[config.mk]
export PLATFORM = sky130hd
export DESIGN_NAME = rc_vc_unit_flat
export DESIGN_NICKNAME = d
export VERILOG_FILES = /design/src/rtl/rc_vc_unit_if.sv /design/src/rtl/rc_vc_unit.sv /design/src/flat_wrapper.sv
export SDC_FILE = /design/constraint.sdc
export NUM_CORES = 1
export LEC_CHECK = 0
export CORE_AREA = 2 2 39 41
export CTS_CLUSTER_SIZE = 14
export DETAILED_ROUTE_END_ITERATION = 10
export DIE_AREA = 0 0 41 43
export HOLD_SLACK_MARGIN = 0.08
export SYNTH_ARGS = -nofsm -noshare
export SYNTH_HDL_FRONTEND = slang
export SYNTH_SLANG_ARGS = --single-unit
[constraint.sdc]
create_clock -name clk -period 1.15 [get_ports clk]
set_input_delay 0.23 -clock clk [delete_from_list [all_inputs] [get_ports clk]]
set_output_delay 0.23 -clock clk [all_outputs]
set_load 0.1 [all_outputs]
[src/rtl/rc_vc_unit_if.sv]
// rc_vc_unit_if: route request/response bundle between input buffer and RC stage
interface rc_vc_unit_if #(
  parameter int VC_NUM           = 2,
  parameter int DEST_ADDR_SIZE_X = 4,
  parameter int DEST_ADDR_SIZE_Y = 4
);
  localparam int VCW = VC_NUM > 1 ? $clog2(VC_NUM) : 1;
  logic                        req_valid_i;
  logic [VCW-1:0]              req_vc_i;
  logic [DEST_ADDR_SIZE_X-1:0] x_dest_i;
  logic [DEST_ADDR_SIZE_Y-1:0] y_dest_i;
  logic                        req_ready_o;
  logic [VC_NUM-1:0]           release_i;
  logic [VC_NUM-1:0]           route_valid_o;
  logic [VC_NUM-1:0][2:0]      route_port_o;
  logic                        err_o;
  modport master (
    output req_valid_i, req_vc_i, x_dest_i, y_dest_i, release_i,
    input  req_ready_o, route_valid_o, route_port_o, err_o
  );
  modport slave (
    input  req_valid_i, req_vc_i, x_dest_i, y_dest_i, release_i,
    output req_ready_o, route_valid_o, route_port_o, err_o
  );
endinterface

[src/rtl/rc_vc_unit.sv]
// rc_vc_unit: per-VC registered DOR route computation for a 2D-mesh input port
// Port encoding: LOCAL=0 NORTH=1 SOUTH=2 WEST=3 EAST=4 (Y grows downward, so -dy is NORTH)
module rc_vc_unit #(
  parameter int X_CURRENT        = 0,
  parameter int Y_CURRENT        = 0,
  parameter int DEST_ADDR_SIZE_X = 4,
  parameter int DEST_ADDR_SIZE_Y = 4,
  parameter int MESH_SIZE_X      = 4,
  parameter int MESH_SIZE_Y      = 4,
  parameter int VC_NUM           = 2,
  parameter int YX_ORDER         = 0
) (
  input logic         clk,
  input logic         rst,
  rc_vc_unit_if.slave bus
);
  localparam int VCW = VC_NUM > 1 ? $clog2(VC_NUM) : 1;
  localparam logic [2:0] LOCAL = 3'd0;
  localparam logic [2:0] NORTH = 3'd1;
  localparam logic [2:0] SOUTH = 3'd2;
  localparam logic [2:0] WEST  = 3'd3;
  localparam logic [2:0] EAST  = 3'd4;
  localparam logic signed [DEST_ADDR_SIZE_X:0] XC = (DEST_ADDR_SIZE_X+1)'(X_CURRENT);
  localparam logic signed [DEST_ADDR_SIZE_Y:0] YC = (DEST_ADDR_SIZE_Y+1)'(Y_CURRENT);
  logic signed [DEST_ADDR_SIZE_X:0] w_dx;
  logic signed [DEST_ADDR_SIZE_Y:0] w_dy;
  logic                   w_xn, w_xz, w_yn, w_yz, w_bad, w_vc_ok, w_xfer;
  logic [2:0]             w_port;
  logic [VC_NUM-1:0]      r_valid;
  logic [VC_NUM-1:0][2:0] r_port;
  logic                   r_err;
  assign w_dx = $signed({1'b0, bus.x_dest_i}) - XC;
  assign w_dy = $signed({1'b0, bus.y_dest_i}) - YC;
  assign w_xn = w_dx[DEST_ADDR_SIZE_X];
  assign w_yn = w_dy[DEST_ADDR_SIZE_Y];
  assign w_xz = w_dx == '0;
  assign w_yz = w_dy == '0;
  assign w_port = YX_ORDER != 0
    ? (w_yn ? NORTH : !w_yz ? SOUTH : w_xn ? WEST : !w_xz ? EAST : LOCAL)
    : (w_xn ? WEST : !w_xz ? EAST : w_yn ? NORTH : !w_yz ? SOUTH : LOCAL);
  assign w_bad = 32'(bus.x_dest_i) >= 32'(MESH_SIZE_X) || 32'(bus.y_dest_i) >= 32'(MESH_SIZE_Y);
  assign w_vc_ok = 32'(bus.req_vc_i) < 32'(VC_NUM);
  assign bus.req_ready_o = w_vc_ok && (!r_valid[bus.req_vc_i] || bus.release_i[bus.req_vc_i]);
  assign w_xfer = bus.req_valid_i && bus.req_ready_o;
  for (genvar v = 0; v < VC_NUM; v++) begin : g_vc
    logic w_hit;
    assign w_hit = w_xfer && bus.req_vc_i == VCW'(v);
    always_ff @(posedge clk) begin
      if (rst) begin
        r_valid[v] <= 1'b0;
        r_port[v]  <= LOCAL;
      end else if (w_hit) begin
        r_valid[v] <= !w_bad;
        if (!w_bad) r_port[v] <= w_port;
      end else if (bus.release_i[v]) begin
        r_valid[v] <= 1'b0;
      end
    end
  end
  always_ff @(posedge clk) r_err <= !rst && w_xfer && w_bad;
  assign bus.route_valid_o = r_valid;
  assign bus.route_port_o  = r_port;
  assign bus.err_o         = r_err;
endmodule

[src/flat_wrapper.sv]
// flat-port wrapper written by rule: the top's interface ports become plain ports
module rc_vc_unit_flat 
#(
  parameter int X_CURRENT        = 0,
  parameter int Y_CURRENT        = 0,
  parameter int DEST_ADDR_SIZE_X = 4,
  parameter int DEST_ADDR_SIZE_Y = 4,
  parameter int MESH_SIZE_X      = 4,
  parameter int MESH_SIZE_Y      = 4,
  parameter int VC_NUM           = 2,
  parameter int YX_ORDER         = 0
)
  (clk, rst, bus_req_valid_i, bus_req_vc_i, bus_x_dest_i, bus_y_dest_i, bus_release_i, bus_req_ready_o, bus_route_valid_o, bus_route_port_o, bus_err_o);
  rc_vc_unit_if #(.VC_NUM(VC_NUM), .DEST_ADDR_SIZE_X(DEST_ADDR_SIZE_X), .DEST_ADDR_SIZE_Y(DEST_ADDR_SIZE_Y)) bus_i ();
  input logic clk;
  input logic rst;
  input wire logic [$bits(bus_i.req_valid_i)-1:0] bus_req_valid_i;
  input wire logic [$bits(bus_i.req_vc_i)-1:0] bus_req_vc_i;
  input wire logic [$bits(bus_i.x_dest_i)-1:0] bus_x_dest_i;
  input wire logic [$bits(bus_i.y_dest_i)-1:0] bus_y_dest_i;
  input wire logic [$bits(bus_i.release_i)-1:0] bus_release_i;
  output wire logic [$bits(bus_i.req_ready_o)-1:0] bus_req_ready_o;
  output wire logic [$bits(bus_i.route_valid_o)-1:0] bus_route_valid_o;
  output wire logic [$bits(bus_i.route_port_o)-1:0] bus_route_port_o;
  output wire logic [$bits(bus_i.err_o)-1:0] bus_err_o;
  assign bus_i.req_valid_i = bus_req_valid_i;
  assign bus_i.req_vc_i = bus_req_vc_i;
  assign bus_i.x_dest_i = bus_x_dest_i;
  assign bus_i.y_dest_i = bus_y_dest_i;
  assign bus_i.release_i = bus_release_i;
  assign bus_req_ready_o = bus_i.req_ready_o;
  assign bus_route_valid_o = bus_i.route_valid_o;
  assign bus_route_port_o = bus_i.route_port_o;
  assign bus_err_o = bus_i.err_o;
  rc_vc_unit #(.X_CURRENT(X_CURRENT), .Y_CURRENT(Y_CURRENT), .DEST_ADDR_SIZE_X(DEST_ADDR_SIZE_X), .DEST_ADDR_SIZE_Y(DEST_ADDR_SIZE_Y), .MESH_SIZE_X(MESH_SIZE_X), .MESH_SIZE_Y(MESH_SIZE_Y), .VC_NUM(VC_NUM), .YX_ORDER(YX_ORDER)) u_core (.clk(clk), .rst(rst), .bus(bus_i));
endmodule
After elaboration in Yosys (flattened, before gate mapping)
Cells that the tools add are included.

Flip-flop bits (word level): 9. Bits of input ports: 14. Output and inout port bits: 10. Word-level logic and storage cells: 36.

Order comparisons: 3. Mux-type cells: 10. Bitwise operators: 2. Reduce and logical (&&, ||, !) cells: 16.

Operator list (number): $logic_not A5 Y1 (2); $ge A4 B3 Y1 const B (2); $mux W1 (8); $logic_and A1 B1 Y1 (5); $reduce_and A2 Y1 (2); $reduce_bool A2 Y1 (2); $logic_not A1 Y1 (3); $mux W3 (1); $logic_or A1 B1 Y1 (2); $lt A1 B2 Y1 const B (1); $mux W2 (1); $not A1 Y1 (2).

Longest topological paths before layout
Word-level depth: 7. Mapped depth: 4. Mapped depth without buffers: 4.

Worst setup path after synthesis
OpenSTA, ideal clock, no wires.

Kind: register to register. From: reg u_core.r_valid[1], in the netlist u_core.bus.route_valid_o[1]. To: reg u_core.r_err, in the netlist u_core.bus.err_o. Library setup time: 0.117 ns. Arrival time: 1.933 ns. Data required time: 1.033 ns. Setup slack: -0.901 ns. Cell stages (with the launch flop): 4. Buffers on the path: 0. Period minus slack after synthesis: 2.051 ns. Path through: dfxtp_1 nand2b_1 mux2_2 and4bb_2.

Cells in the longest elaborated chain, start to end: 7.

RTL lines: start, declared (RTL line rc_vc_unit.sv:29) `logic [VC_NUM-1:0] r_valid;`; start signal, assigned by index (RTL line rc_vc_unit.sv:53) `r_valid[v] <= !w_bad;`; $mux W1 (implied by the code) (2 in series) (RTL line rc_vc_unit.sv:43) `assign bus.req_ready_o = w_vc_ok && (!r_valid[bus.req_vc_i] || bus.release_i[bus.req_vc_i]);`; $logic_not A1 Y1 (RTL line rc_vc_unit.sv:43); $logic_or A1 B1 Y1 (RTL line rc_vc_unit.sv:43); named net bus_req_ready_o (RTL line flat_wrapper.sv:22) `output wire logic [$bits(bus_i.req_ready_o)-1:0] bus_req_ready_o;`; $logic_and A1 B1 Y1 (RTL line rc_vc_unit.sv:44) `assign w_xfer = bus.req_valid_i && bus.req_ready_o;`; $logic_and A1 B1 Y1 (2 in series) (RTL line rc_vc_unit.sv:60) `always_ff @(posedge clk) r_err <= !rst && w_xfer && w_bad;`; end signal, assigned (RTL line rc_vc_unit.sv:60); end, declared (RTL line rc_vc_unit.sv:31) `logic r_err;`.

The timed path passes the listed nets, and every way through them passes these cells. The select of a mux whose other input is x is not followed. A chain may end at the register's enable or synchronous reset.

Worst setup path after layout
From: reg u_core.r_valid[1], in the netlist u_core.bus.route_valid_o[1]. To: out bus_req_ready_o.

Cells in the longest elaborated chain, start to end: 4.

RTL lines (RTL line): $mux W1 (implied by the code) (2 in series) (rc_vc_unit.sv:43); $logic_not A1 Y1 (rc_vc_unit.sv:43); $logic_or A1 B1 Y1 (rc_vc_unit.sv:43); end, declared (flat_wrapper.sv:22).

Every way passes these cells. The select of a mux whose other input is x is not followed.

==> results.md <==
* Clk sinks at 7
* Largest area contributor in the netlist: dfxtp_1
* TritonCTS Buffers at 3
* Synth Flop Type: dfxtp_1
* H-tree levels at 1
* Post-Synthesis Cells at 32
* Top post-synthesis cells by area: dfxtp_1, mux2i_1, nor4_4
* YS warnings at 0
* Post-route ant nets at 0
* Max Cap Viol at 0
* Via Count at 348
* Worst Setup Start Kind: flip-flop
* Synthesized cell area at 338 um^2
* Fin crit share at 117%
* Die ar. at 1760 um^2
* Seq/Total Area, Yosys at 41.5%
* TritonRoute pass-1 iters at 1
* GR Util All Layers at 12.1%
* Critical path data required time at 0.92 ns
* Pre-CTS WS at -0.490 ns
* Sw power at 0.187 mW
* CP endpoint kind: primary output
* Min Tclk post-route at 1.35 ns
* Share of the synthesized area in the top cell type at 41.5%
* Number of synthesized flops with an enable pin at 0
* Max Freq at 741 MHz
* Synth unique cells at 17
* Setup TNS at -0.200 ns
* Worst path cell trace: nand2b_4 > mux2_4 > buf_12
* Worst Path Arrival at 1.12 ns
* Share of flip-flops with an asynchronous set or reset at 0%
* Number of global-route vias before repair at 343
* Die H at 43 um
* Congestion Overflow GR at 0
* Placer Congestion at 0.661
* Worst hold path class: in -> reg
* Worst Path Buf+Inv at 1
* Clk buf depth at 2
* CTS tree: yes
* #FFs+latches synth at 7
* Final wirelength at 929 um
* Hold Fails Final Rpt at 0
* Fin nets at 79
* VDD IR max at 0.472 mV
* Reg power frac at 39.6%
* RSZ-0062 raised after global routing: yes
* Clock Pin Slew Worst Setup and Hold Paths at 0.06 ns
* Critical Path Max Stage Delay at 0.36 ns
* Pleak at 0.353 nW
* Internal power at 0.432 mW
* Placed cell area at 713 um^2
* Net Sw Frac at 30.2%
* Fillers at 128
* Die Span X at 41 um
* Most frequent cell after synthesis: dfxtp_1
* Layout area overhead at 124%
* Vias per cell at 4.35
* Final core utilization at 54.6%
* Power Density at 819 nW/um^2
* CP top delay family: flip-flops
* Residual DRC at 0
* Multi-input logic area at 211 um^2
* Final setup vio count at 1
* Max Fanout on Critical Path at 2
* IO Pins at 24
* Antenna Cells at 0
* Initial core utilization at 24.4%
* Fin. max-slew vios at 0
* Initial antenna violation count at 0
* Rows at 14
* Fin area at 756 um^2
* Syn_area_per_cell at 10.6 um^2
* Worst-skew pair later-pin latency at 0.26 ns
* Clk pwr share at 36.3%
* Core ar. at 1380 um^2
* Worst setup margin at -0.200 ns
* Root Buffer: clkbuf_4
* Layout cells sized above 1 at 57.8%
* Largest net degree at the start of global routing at 7
* PortBufs at 21
* Post-DR wirelength/cell at 11.6 um
* First-pass GRT wire length at 1460 um
* Comb pwr share at 24.0%
* Failing checks: negative setup slack
* Crit-path slowest cell: dfxtp_4
* Worst clock skew at 0.0120 ns
* Status: finished with violations
* Commonest cells post-synth: dfxtp_1, mux2i_1, nor2_1
* FF/Latch Area at 153 um^2
* Initial DRC count at 0
* Kind of critical path: reg -> out
* Post-DP HPWL at 691 um
[flip-flops by register name (all words and copies together) (netlist names)]
signal / count
u_core.bus.route_valid_o: 2
u_core.bus.err_o: 1
u_core.bus.route_port_o: 4
[cells by family after synthesis]
family / count (synthesis) / share of synthesized area [%]
muxes: 5 / 15.2
DFF: 7 / 41.5
and+or+nand+nor: 15 / 34.8
buffers and inverters: 2 / 4.44
AOI/OAI and AO/OA: 2 / 2.96
other: 1 / 1.11
[cells in the final DEF, fill, tap and decap left out, types with 2 or more instances in the layout]
master           instances
buf_12                   8
buf_4                    6
mux2i_1                  4
nor2_1                   4
dfxtp_2                  4
clkbuf_4                 3
clkdlybuf4s15_1          3
clkbuf_2                 3
dlygate4sd2_1            3
nand2b_4                 2
a21oi_1                  2
conb_1                   2
dlymetal6s2s_1           2
clkdlybuf4s50_1          2
buf_6                    2
dfxtp_4                  2
[final timing paths]
path	startpoint	to	slack [ns]	depth (start not counted)
min reg2reg	u_core.bus.route_port_o[2]$_SDFFE_PP0P_	u_core.bus.route_port_o[2]$_SDFFE_PP0P_	0.53	2
min	bus_req_valid_i	u_core.bus.route_valid_o[1]$_SDFFE_PP0P_	0.32	3
max reg2reg	u_core.bus.route_valid_o[0]$_SDFFE_PP0P_	u_core.bus.route_port_o[1]$_SDFFE_PP0P_	0.08	5
max	u_core.bus.route_valid_o[1]$_SDFFE_PP0P_	bus_req_ready_o	-0.20	3
[through the flow]
stage                     instances  hold WS [ns]  power (mW)
after global routing             80         0.326       0.653
after CTS                        79         0.458       0.632
final                            80         0.324       0.619
after detailed placement         74         0.516       0.407
after floorplan                  33         0.289       0.328
after global placement           74         0.518       0.406
[area by class of cell]
class | count | area share (%)
Timing Repair Buffer | 29 | 45.5
Multi-Input combinational cell | 24 | 28.0
Sequential cell | 7 | 20.2
Clock buffer | 3 | 2.98
Tap cell | 16 | 2.65
Clock inverter | 1 | 0.662
[worst register-to-register path: stages (launching register included)]
cell and delay, ns:
dfxtp_4 0.36, nand2b_4 0.05, buf_4 0.13, nand4b_1 0.16
mux2i_1 0.21, nor2_1 0.06
[timing repair]
item                                    4_1_cts  5_1_grt
endpoints found under the setup margin        8        6
setup buffers                                 1        1
hold buffers                                  0        0
resized for setup                            12       11
pin swaps                                     5        6
[power groups by stage]
stage,sequential (mW),clock [mW],combinational [mW]
2_1_floorplan,0.275,0,0.0532
3_3_place_gp,0.251,0,0.155
3_5_place_dp,0.251,0,0.156
4_1_cts,0.245,0.239,0.147
5_1_grt,0.245,0.253,0.155
6_report,0.245,0.225,0.149
[layer usage]
layer	vias up	global-route usage [%]	share of wire (%)	wire length [um]
met3	0	5.24	6.5	60
met2	12	16.9	55	512
met1	159	16.3	38	356
met4	0	4.00	0	0
li1	177	-	-	-
met5	-	0	0	0
Note: power is estimated with default switching activity, not from simulation.
